<file path="config.mk">
export PLATFORM = sky130hd
export DESIGN_NAME = eval_scheduler
export DESIGN_NICKNAME = d
export VERILOG_FILES = /design/src/rtl/eval_scheduler_pkg.sv /design/src/rtl/eval_layer_seq.sv /design/src/rtl/eval_scheduler.sv
export SDC_FILE = /design/constraint.sdc
export NUM_CORES = 1
export LEC_CHECK = 0
export ABC_AREA = 1
export BUFFER_PORTS_ARGS = -buffer_cell sky130_fd_sc_hd__clkbuf_2
export CORE_ASPECT_RATIO = 0.9
export CORE_MARGIN = 10
export CORE_UTILIZATION = 50
export CTS_CLUSTER_SIZE = 25
export DETAILED_ROUTE_END_ITERATION = 16
export PLACE_DENSITY = 0.85
export SYNTH_ARGS = -nofsm -noshare
export SYNTH_HDL_FRONTEND = slang
export SYNTH_SLANG_ARGS = --single-unit
</file>
<file path="constraint.sdc">
create_clock -name clk -period 2.5 [get_ports clk]
set_input_delay 0.5 -clock clk [delete_from_list [all_inputs] [get_ports clk]]
set_output_delay 0.5 -clock clk [all_outputs]
set_load 0.05 [all_outputs]
</file>
<file path="src/rtl/eval_scheduler_pkg.sv">
// Shared types and helpers for the RTLola event-evaluation scheduler.
// Holds the FSM state type, default sizes and a saturating increment.
package eval_sched_pkg;

  typedef enum logic [2:0] {
    IDLE,
    POP,
    WAIT_DATA,
    EVAL,
    DONE
  } eval_state_t;

  localparam int DATA_W_DEF     = 64;
  localparam int NUM_LAYERS_DEF = 3;

  // Callers must keep counter widths at or below 32 bits.
  function automatic logic [31:0] sat_inc(input logic [31:0] val,
                                          input logic [31:0] max);
    return (val >= max) ? val : val + 32'd1;
  endfunction

endpackage

</file>
<file path="src/rtl/eval_layer_seq.sv">
// Layer sequencer: steps a layer counter once per advance and decodes it
// to a one-hot strobe. The strobe is quiet until start and after the last layer.
module eval_layer_seq
  import eval_sched_pkg::*;
#(
  parameter int NUM_LAYERS = NUM_LAYERS_DEF
) (
  input  logic                  clk,
  input  logic                  rst,
  input  logic                  start,
  input  logic                  adv,
  output logic                  last,
  output logic [NUM_LAYERS-1:0] layer_en
);

  localparam int CW = (NUM_LAYERS > 1) ? $clog2(NUM_LAYERS) : 1;
  localparam logic [NUM_LAYERS-1:0] ONE = NUM_LAYERS'(1);

  logic [CW-1:0] cnt;
  logic          active;

  // NOTE: sequential state is written with <= so every flop samples pre-edge values.
  always_ff @(posedge clk or negedge rst) begin
    if (!rst) begin
      cnt    <= '0;
      active <= 1'b0;
    end else if (start) begin
      cnt    <= '0;
      active <= 1'b1;
    end else if (active && adv) begin
      if (last) active <= 1'b0;
      else      cnt    <= cnt + 1'b1;
    end
  end

  assign last     = active && (cnt == CW'(NUM_LAYERS - 1));
  assign layer_en = active ? (ONE << cnt) : '0;

endmodule

</file>
<file path="src/rtl/eval_scheduler.sv">
// Pops one event from the queue, holds it, and steps the evaluation layers in
// order. Statistics counters are built only when EVAL_STATS_EN is defined.
module eval_scheduler
  import eval_sched_pkg::*;
#(
  parameter int DATA_W     = DATA_W_DEF,
  parameter int NUM_LAYERS = NUM_LAYERS_DEF
`ifdef EVAL_STATS_EN
  , parameter int CNT_W    = 16
`endif
) (
  input  logic                     clk,
  input  logic                     rst,
  input  logic                     en,
  output logic                     q_pop,
  input  logic                     q_pop_valid,
  input  logic signed [DATA_W-1:0] q_data,
  input  logic                     layer_stall,
  output logic [NUM_LAYERS-1:0]    layer_en,
  output logic signed [DATA_W-1:0] event_data,
  output logic                     event_valid,
  output logic                     eval_done,
  output logic                     busy
`ifdef EVAL_STATS_EN
  , output logic [CNT_W-1:0]       stat_events,
  output logic [CNT_W-1:0]         stat_empty_polls
`endif
);

  eval_state_t state;
  logic        start;
  logic        adv;
  logic        last;

  // The queue answers regardless of en, so capture must not depend on it.
  assign start = (state == WAIT_DATA) && q_pop_valid;
  assign adv   = (state == EVAL) && en && !layer_stall;

  eval_layer_seq #(.NUM_LAYERS(NUM_LAYERS)) u_layer_seq (
    .clk      (clk),
    .rst      (rst),
    .start    (start),
    .adv      (adv),
    .last     (last),
    .layer_en (layer_en)
  );

  always_ff @(posedge clk or negedge rst) begin
    if (!rst) begin
      state       <= IDLE;
      event_data  <= '0;
      event_valid <= 1'b0;
    end else begin
      unique case (state)
        IDLE:      if (en) state <= POP;
        POP:       if (en) state <= WAIT_DATA;
        WAIT_DATA: begin
          if (q_pop_valid) begin
            event_data  <= q_data;
            event_valid <= 1'b1;
            state       <= EVAL;
          end else begin
            state <= IDLE;
          end
        end
        EVAL:      if (adv && last) state <= DONE;
        DONE: begin
          if (en) begin
            event_valid <= 1'b0;
            state       <= IDLE;
          end
        end
        default:   state <= IDLE;
      endcase
    end
  end

  // Gating the pulses with en keeps a frozen POP from re-popping every cycle.
  assign q_pop     = (state == POP) && en;
  assign eval_done = (state == DONE) && en;
  assign busy      = (state != IDLE);

`ifdef EVAL_STATS_EN
  localparam logic [CNT_W-1:0] CNT_MAX = '1;

  always_ff @(posedge clk or negedge rst) begin
    if (!rst) begin
      stat_events      <= '0;
      stat_empty_polls <= '0;
    end else begin
      if ((state == WAIT_DATA) && !q_pop_valid)
        stat_empty_polls <= CNT_W'(sat_inc(32'(stat_empty_polls), 32'(CNT_MAX)));
      if ((state == DONE) && en)
        stat_events <= CNT_W'(sat_inc(32'(stat_events), 32'(CNT_MAX)));
    end
  end
`endif

endmodule

</file>
==> results.yml, run 1 <==
clock_tree:
  ctsLongestPathBuffers: 2
  clock-sinks: 71
  hold_buffers: 0
  cts_htree_levels: 3
  numCtsBuffers: 9
  post_cts_buffers: 0
  cts_resized: 0
  cts.reportedPaths.clkPinSlew_ns: 0.08
  cts_tree: "yes"
  root_buffer: "clkbuf_8"
  insertion_delay_ns: 0.33
final_layout:
  multi_input_area_um2: 812
  final_nets: 545
  n_fill_cell: 490
  syn2layout_area_growth_pct: 29.8
  regArea_um2: 1780
  layout-drive-gt1-share: 0.345
  diodes: 0
  final_cells: 548
setup_path:
  end_kind: "output pin"
  arrival_ns: 1.43
  critPathKind: "reg -> out"
  reg2reg_depth: 4
  path_cells: "nand3b_1 > nor2_1 > clkbuf_2"
  worst_path_max_delay_cell: "dfrtp_1"
  start_kind: "flop"
  max_stage_delay_ns: 0.45
  cp.required_ns: 2.00
  cp_max_fo: 5
yosys:
  yosys.area_share.xor_xnor: 0
  yosys_register_bits: 71
  synth_area_um2: 2990
  netlist_instances: 335
  synthMostInstantiatedCell: "nand2_1"
  synthSimpleGateAreaFrac: 0.136
  syn_nets: 407
  async_reset_ff_frac: 1.00
  synth_adder_area_share: 0.0126
  ys_seq_area_frac: 0.595
  synth_edf_count: 0
  synth_top_family_by_area: "simple AND/OR/NAND/NOR gates"
  synthTopCellsByCount: "87 x nand2_1, 77 x inv_1, 71 x dfrtp_1"
  ys_warn_count: 0
  synth_area_leaders: "dfrtp_1 60%, nand2_1 11%, inv_1 9.7%"
  ys.flop_type: "dfrtp_1"
  yosys.area.top_type_share: 0.595
  synth_cell_type_count: 17
  synthMuxAreaShare: 0
  syn_area_per_cell_um2: 8.91
  synth-compound-area-share: 0.123
  synth_top_cell_by_area: "dfrtp_1"
route:
  ant_nets: 0
  drt_first_pass_iters: 4
  drcViolationCount: 0
  drt-wirelength-per-cell_um: 13.6
  wl_um: 7440
  drt_iter0_markers: 72
  avgViaCountPerCell: 4.65
  via_count: 2546
global_route:
  grt_pass1_wl_um: 12300
  gr-total-overflow: 0
  grt_pass1_vias: 2562
  antenna_found_initial: 0
  gr-usage-all-layers: 0.161
  grt_max_degree: 93
status:
  outcome: "completed"
placement:
  dp_hpwl_um: 5900
  globalplace.congestion: 0.784
  dp.cells: 532
  port_buffers: 139
  place_ws_ns: 0.733
min_path:
  hold_path_class: "in -> async"
power:
  ir_drop_uv: 1020
  power.density_nw_per_um2: 1550
  p_leak_nw: 2.38
floorplan:
  rows: 26
  initial_core_util: 0.521
  die_h_um: 93.3
  dieArea_um2: 9470
  die_w_um: 101
  core_um2: 5730
  io_pins: 140
timing:
  min_period_ns: 1.93
  finalSetupViolCount: 0
  slew_violations: 0
  finalCritPeriodShare: 0.774
  fin_tns_setup_ns: 0
  relSlewSlack: 0.456
  rsz0062_at_grt: "no"
  fmax_mhz: 517
  setup_ws_ns: 0.565
  hold_viol: 0
  tightest_slew_ns: 0.816
  skew_ns: 0.00641
run:
  max-cap-violations: 0
[flip-flops by register name, indices dropped and copies added, names as in the netlist]
name                cells
event_data             64
state                   3
u_layer_seq.cnt         2
event_valid             1
u_layer_seq.active      1
[critical path: cells and delay by family (launching register included)]
family	cells	cell delay [ns]
DFF	1	0.45
and+or+nand+nor	2	0.37
buffers and inverters	1	0.29
[layout make-up]
cell class              instances  area share
clock buffers                  11      0.0365
clock inverters                 5     0.00872
inverters                      77      0.0746
multi-input cells             173       0.209
flip-flops and latches         71       0.458
well taps                      70      0.0226
repair buffers                141       0.190
[through the flow]
step	util	cell area, µm²	hold slack [ns]	power (mW)
floorplan	-	2990	0.204	4.47
global placement	0.646	3700	0.466	5.20
detailed placement	0.646	3700	0.472	5.29
CTS	0.677	3880	0.273	6.09
global route	0.677	3880	0.298	6.41
finish	0.677	3880	0.253	6.02
[power by group]
group / internal [mW] / switching (mW) / total [mW]
registers: 1.65 / 0.295 / 1.95
clock network: 0.385 / 0.410 / 0.796
logic: 0.699 / 2.58 / 3.28
[cells in the final DEF (no fill, tap or decap), types with 2 or more instances in the layout]
cell type / Yosys / layout
buf_12: 0 / 2
clkbuf_2: 0 / 138
clkbuf_8: 0 / 10
clkinv_2: 0 / 2
clkinvlp_4: 0 / 2
dfrtp_1: 71 / 71
ha_1: 3 / 3
inv_1: 77 / 77
nand2_1: 87 / 87
nand3_1: 2 / 2
nor2_1: 7 / 7
nor2_2: 2 / 2
o21ai_0: 16 / 16
o21ai_1: 46 / 46
o21ai_2: 6 / 6
[cells by family (layout without fill, tap and decap cells)]
kind of cell,count (synthesis),after routing
AND/OR/NAND/NOR,101,101
AO/OA/AOI/OAI,69,69
buffers and inverters,91,234
adder cells (fa/ha/maj),3,3
flip-flops,71,71
[metal layers]
layer | global-route usage | vias up | part of all wire
met5 | 0 | - | 0
met4 | 0.0452 | 0 | 0.0059
met3 | 0.0567 | 6 | 0.10
met2 | 0.275 | 116 | 0.49
met1 | 0.187 | 1141 | 0.40
li1 | - | 1283 | -
[path summary, 6_finish.rpt]
kind / start / to / slack, ns
max reg2reg: state[0] / event_data[14] / 0.76
min: rst / event_data[37] / 0.25
min reg2reg: event_data[15] / event_data[15] / 0.49
max: state[1] / q_pop / 0.57
min in group clk: q_data[43] / event_data[43] / 0.38
max in group asynchronous: rst / event_data[33] / 1.57
Note: power is estimated with default switching activity, not from simulation.
==> run 2, diff against run 1 <==
--- a/config.mk
+++ b/config.mk
@@ -9,10 +9,10 @@
 export BUFFER_PORTS_ARGS = -buffer_cell sky130_fd_sc_hd__clkbuf_2
 export CORE_ASPECT_RATIO = 0.9
 export CORE_MARGIN = 10
-export CORE_UTILIZATION = 50
+export CORE_UTILIZATION = 42
 export CTS_CLUSTER_SIZE = 25
 export DETAILED_ROUTE_END_ITERATION = 16
-export PLACE_DENSITY = 0.85
+export PLACE_DENSITY = 0.76
 export SYNTH_ARGS = -nofsm -noshare
 export SYNTH_HDL_FRONTEND = slang
 export SYNTH_SLANG_ARGS = --single-unit
==> constraint.sdc (replaced) <==
create_clock -name clk -period 1.6 [get_ports clk]
set_input_delay 0.32 -clock clk [delete_from_list [all_inputs] [get_ports clk]]
set_output_delay 0.32 -clock clk [all_outputs]
set_load 0.05 [all_outputs]
==> run 2 against run 1 <==
The flow now finishes with violations (negative setup slack). Final area is 5.2% higher. Setup slack worse by 0.58 ns. Count of clock-buffer cells in the layout is 2 higher. Via count is 1.8% lower. Global-route usage is 2.9 points lower. Total power is 61% higher. Die area is 15% higher. Critical path depth stayed put. Core utilization is 9.2 points lower. Clock power is 58% higher. Routed wire length is 1.8% lower. Clock skew is 0.0092 ns higher. Critical endpoint unchanged. Largest power group unchanged.
==> results.yml, run 2 (same netlist as run 1, synthesis figures left out) <==
min_path:
  hold_path_class: "in -> async"
global_route:
  gr-usage-all-layers: 0.132
  grt_max_degree: 72
  gr-total-overflow: 0
  grt_pass1_vias: 2536
  grt_pass1_wl_um: 11800
  antenna_found_initial: 0
timing:
  hold_viol: 0
  hold_slack_ns: 0.0139
  tightest_slew_ns: 0.463
  slew_violations: 0
  min_period_ns: 1.61
  finalCritPeriodShare: 1.01
  rsz0062_at_grt: "yes"
  fmax_mhz: 620
  finalSetupViolCount: 2
  skew_ns: 0.0156
  fin_tns_setup_ns: -0.0156
  setup_ws_ns: -0.0141
  relSlewSlack: 0.691
final_layout:
  design_area_um2: 4080
  multi_input_area_um2: 855
  n_fill_cell: 655
  layout.cells.most_common: "clkbuf_2"
  regMostFlops: "event_data"
  layout-drive-gt1-share: 0.380
  largest_reg_flops: 64
  final_nets: 554
  reg_top3: "event_data x64, state x3, u_layer_seq.cnt x2"
  layout.cells.most_common_list: "132 x clkbuf_2, 84 x nand2_1, 72 x inv_1, 71 x dfrtp_1, 46 x o21ai_1"
  fin_util: 0.585
  final_cells: 580
  regArea_um2: 1780
  diodes: 0
  syn2layout_area_growth_pct: 36.6
status:
  outcome: "complete, but fails checks"
  violations: "negative setup slack"
placement:
  place_area_um2: 3740
  globalplace.congestion: 0.783
  dp.cells: 556
  port_buffers: 139
  place_ws_ns: 0.178
  dp_hpwl_um: 5460
power:
  ir_drop_uv: 1110
  power.density_nw_per_um2: 2380
  finalPower_mw: 9.72
  p_leak_nw: 2.44
route:
  via_count: 2500
  drt_iter0_markers: 91
  drt-wirelength-per-cell_um: 12.6
  drcViolationCount: 0
  wl_um: 7300
  avgViaCountPerCell: 4.31
  ant_nets: 0
  drt_first_pass_iters: 4
floorplan:
  core_um2: 6970
  rows: 29
  dieArea_um2: 10900
  io_pins: 140
  die_h_um: 100
  initial_core_util: 0.429
  die_w_um: 109
clock_tree:
  numCtsBuffers: 9
  clock-sinks: 71
  insertion_delay_ns: 0.33
  cts_tree: "yes"
  cts_htree_levels: 3
  cts.reportedPaths.clkPinSlew_ns: 0.08
  ctsLongestPathBuffers: 2
  root_buffer: "clkbuf_8"
  hold_buffers: 0
setup_path:
  cp_max_fo: 4
  cp.required_ns: 1.28
  start_kind: "flop"
  arrival_ns: 1.29
  critPathKind: "reg -> out"
  end_kind: "output pin"
run:
  max-cap-violations: 0
## run 2: changes by cell type in the layout (fill, tap and decap cells not counted), moves of 2 or more
cell      before  now
buf_4          0    8
buf_8          0    3
clkbuf_2     138  132
clkbuf_8      10   12
ha_1           3    1
ha_4           0    2
inv_1         77   72
inv_2          0    5
nand2_1       87   84
nand2_2        0    3
nor2_1         7    5
## run 2: cell type report
| class | count | area share |
|---|---|---|
| multi-input combinational | 173 | 0.210 |
| sequential | 71 | 0.436 |
| timing repair buffer | 150 | 0.212 |
| clock inverter | 3 | 0.00429 |
| inverter | 77 | 0.0709 |
| tap | 93 | 0.0285 |
| clock buffer | 13 | 0.0390 |
## run 2: path summary, 6_finish.rpt
check | start | endpoint | slack (ns) | cells after the start
max in group asynchronous | rst | u_layer_seq.cnt[0] | 1.29 | 2
worst min-delay path | rst | event_data[31] | 0.01 | 2
worst max-delay path | state[1] | q_pop | -0.01 | 3
worst max register to register | state[0] | event_data[56] | 0.21 | 6
min in group clk | q_data[21] | event_data[21] | 0.20 | 3
worst min register to register | event_data[8] | event_data[8] | 0.49 | 2
## run 2: worst max-delay path, cell delays in order (launching register included)
cell	delay, ns
dfrtp_1	0.43
nand3b_1	0.20
nor2_1	0.14
clkbuf_8	0.20
## run 2: repair_timing
action                                 in CTS  in global routing
cloned                                      0                  0
resized for setup                          19                 12
endpoints found under the hold margin       0                  0
pin swaps                                   4                  5
setup endpoints to repair                   5                 41
buffers inserted                            6                  2
## run 2: where the power goes
part / switching [mW] / total (mW) / internal [mW]
Sequential: 0.449 / 3.03 / 2.58
Clock: 0.615 / 1.26 / 0.644
Combinational: 4.11 / 5.43 / 1.32
Total: 5.17 / 9.72 / 4.55
## run 2: per-layer routing
metal  track usage  up-vias  share of wire
met1         0.148     1098           0.41
met5             0        -              0
li1              -     1300              -
met3        0.0589       12           0.11
met4        0.0446        0          0.013
met2         0.218       90           0.47
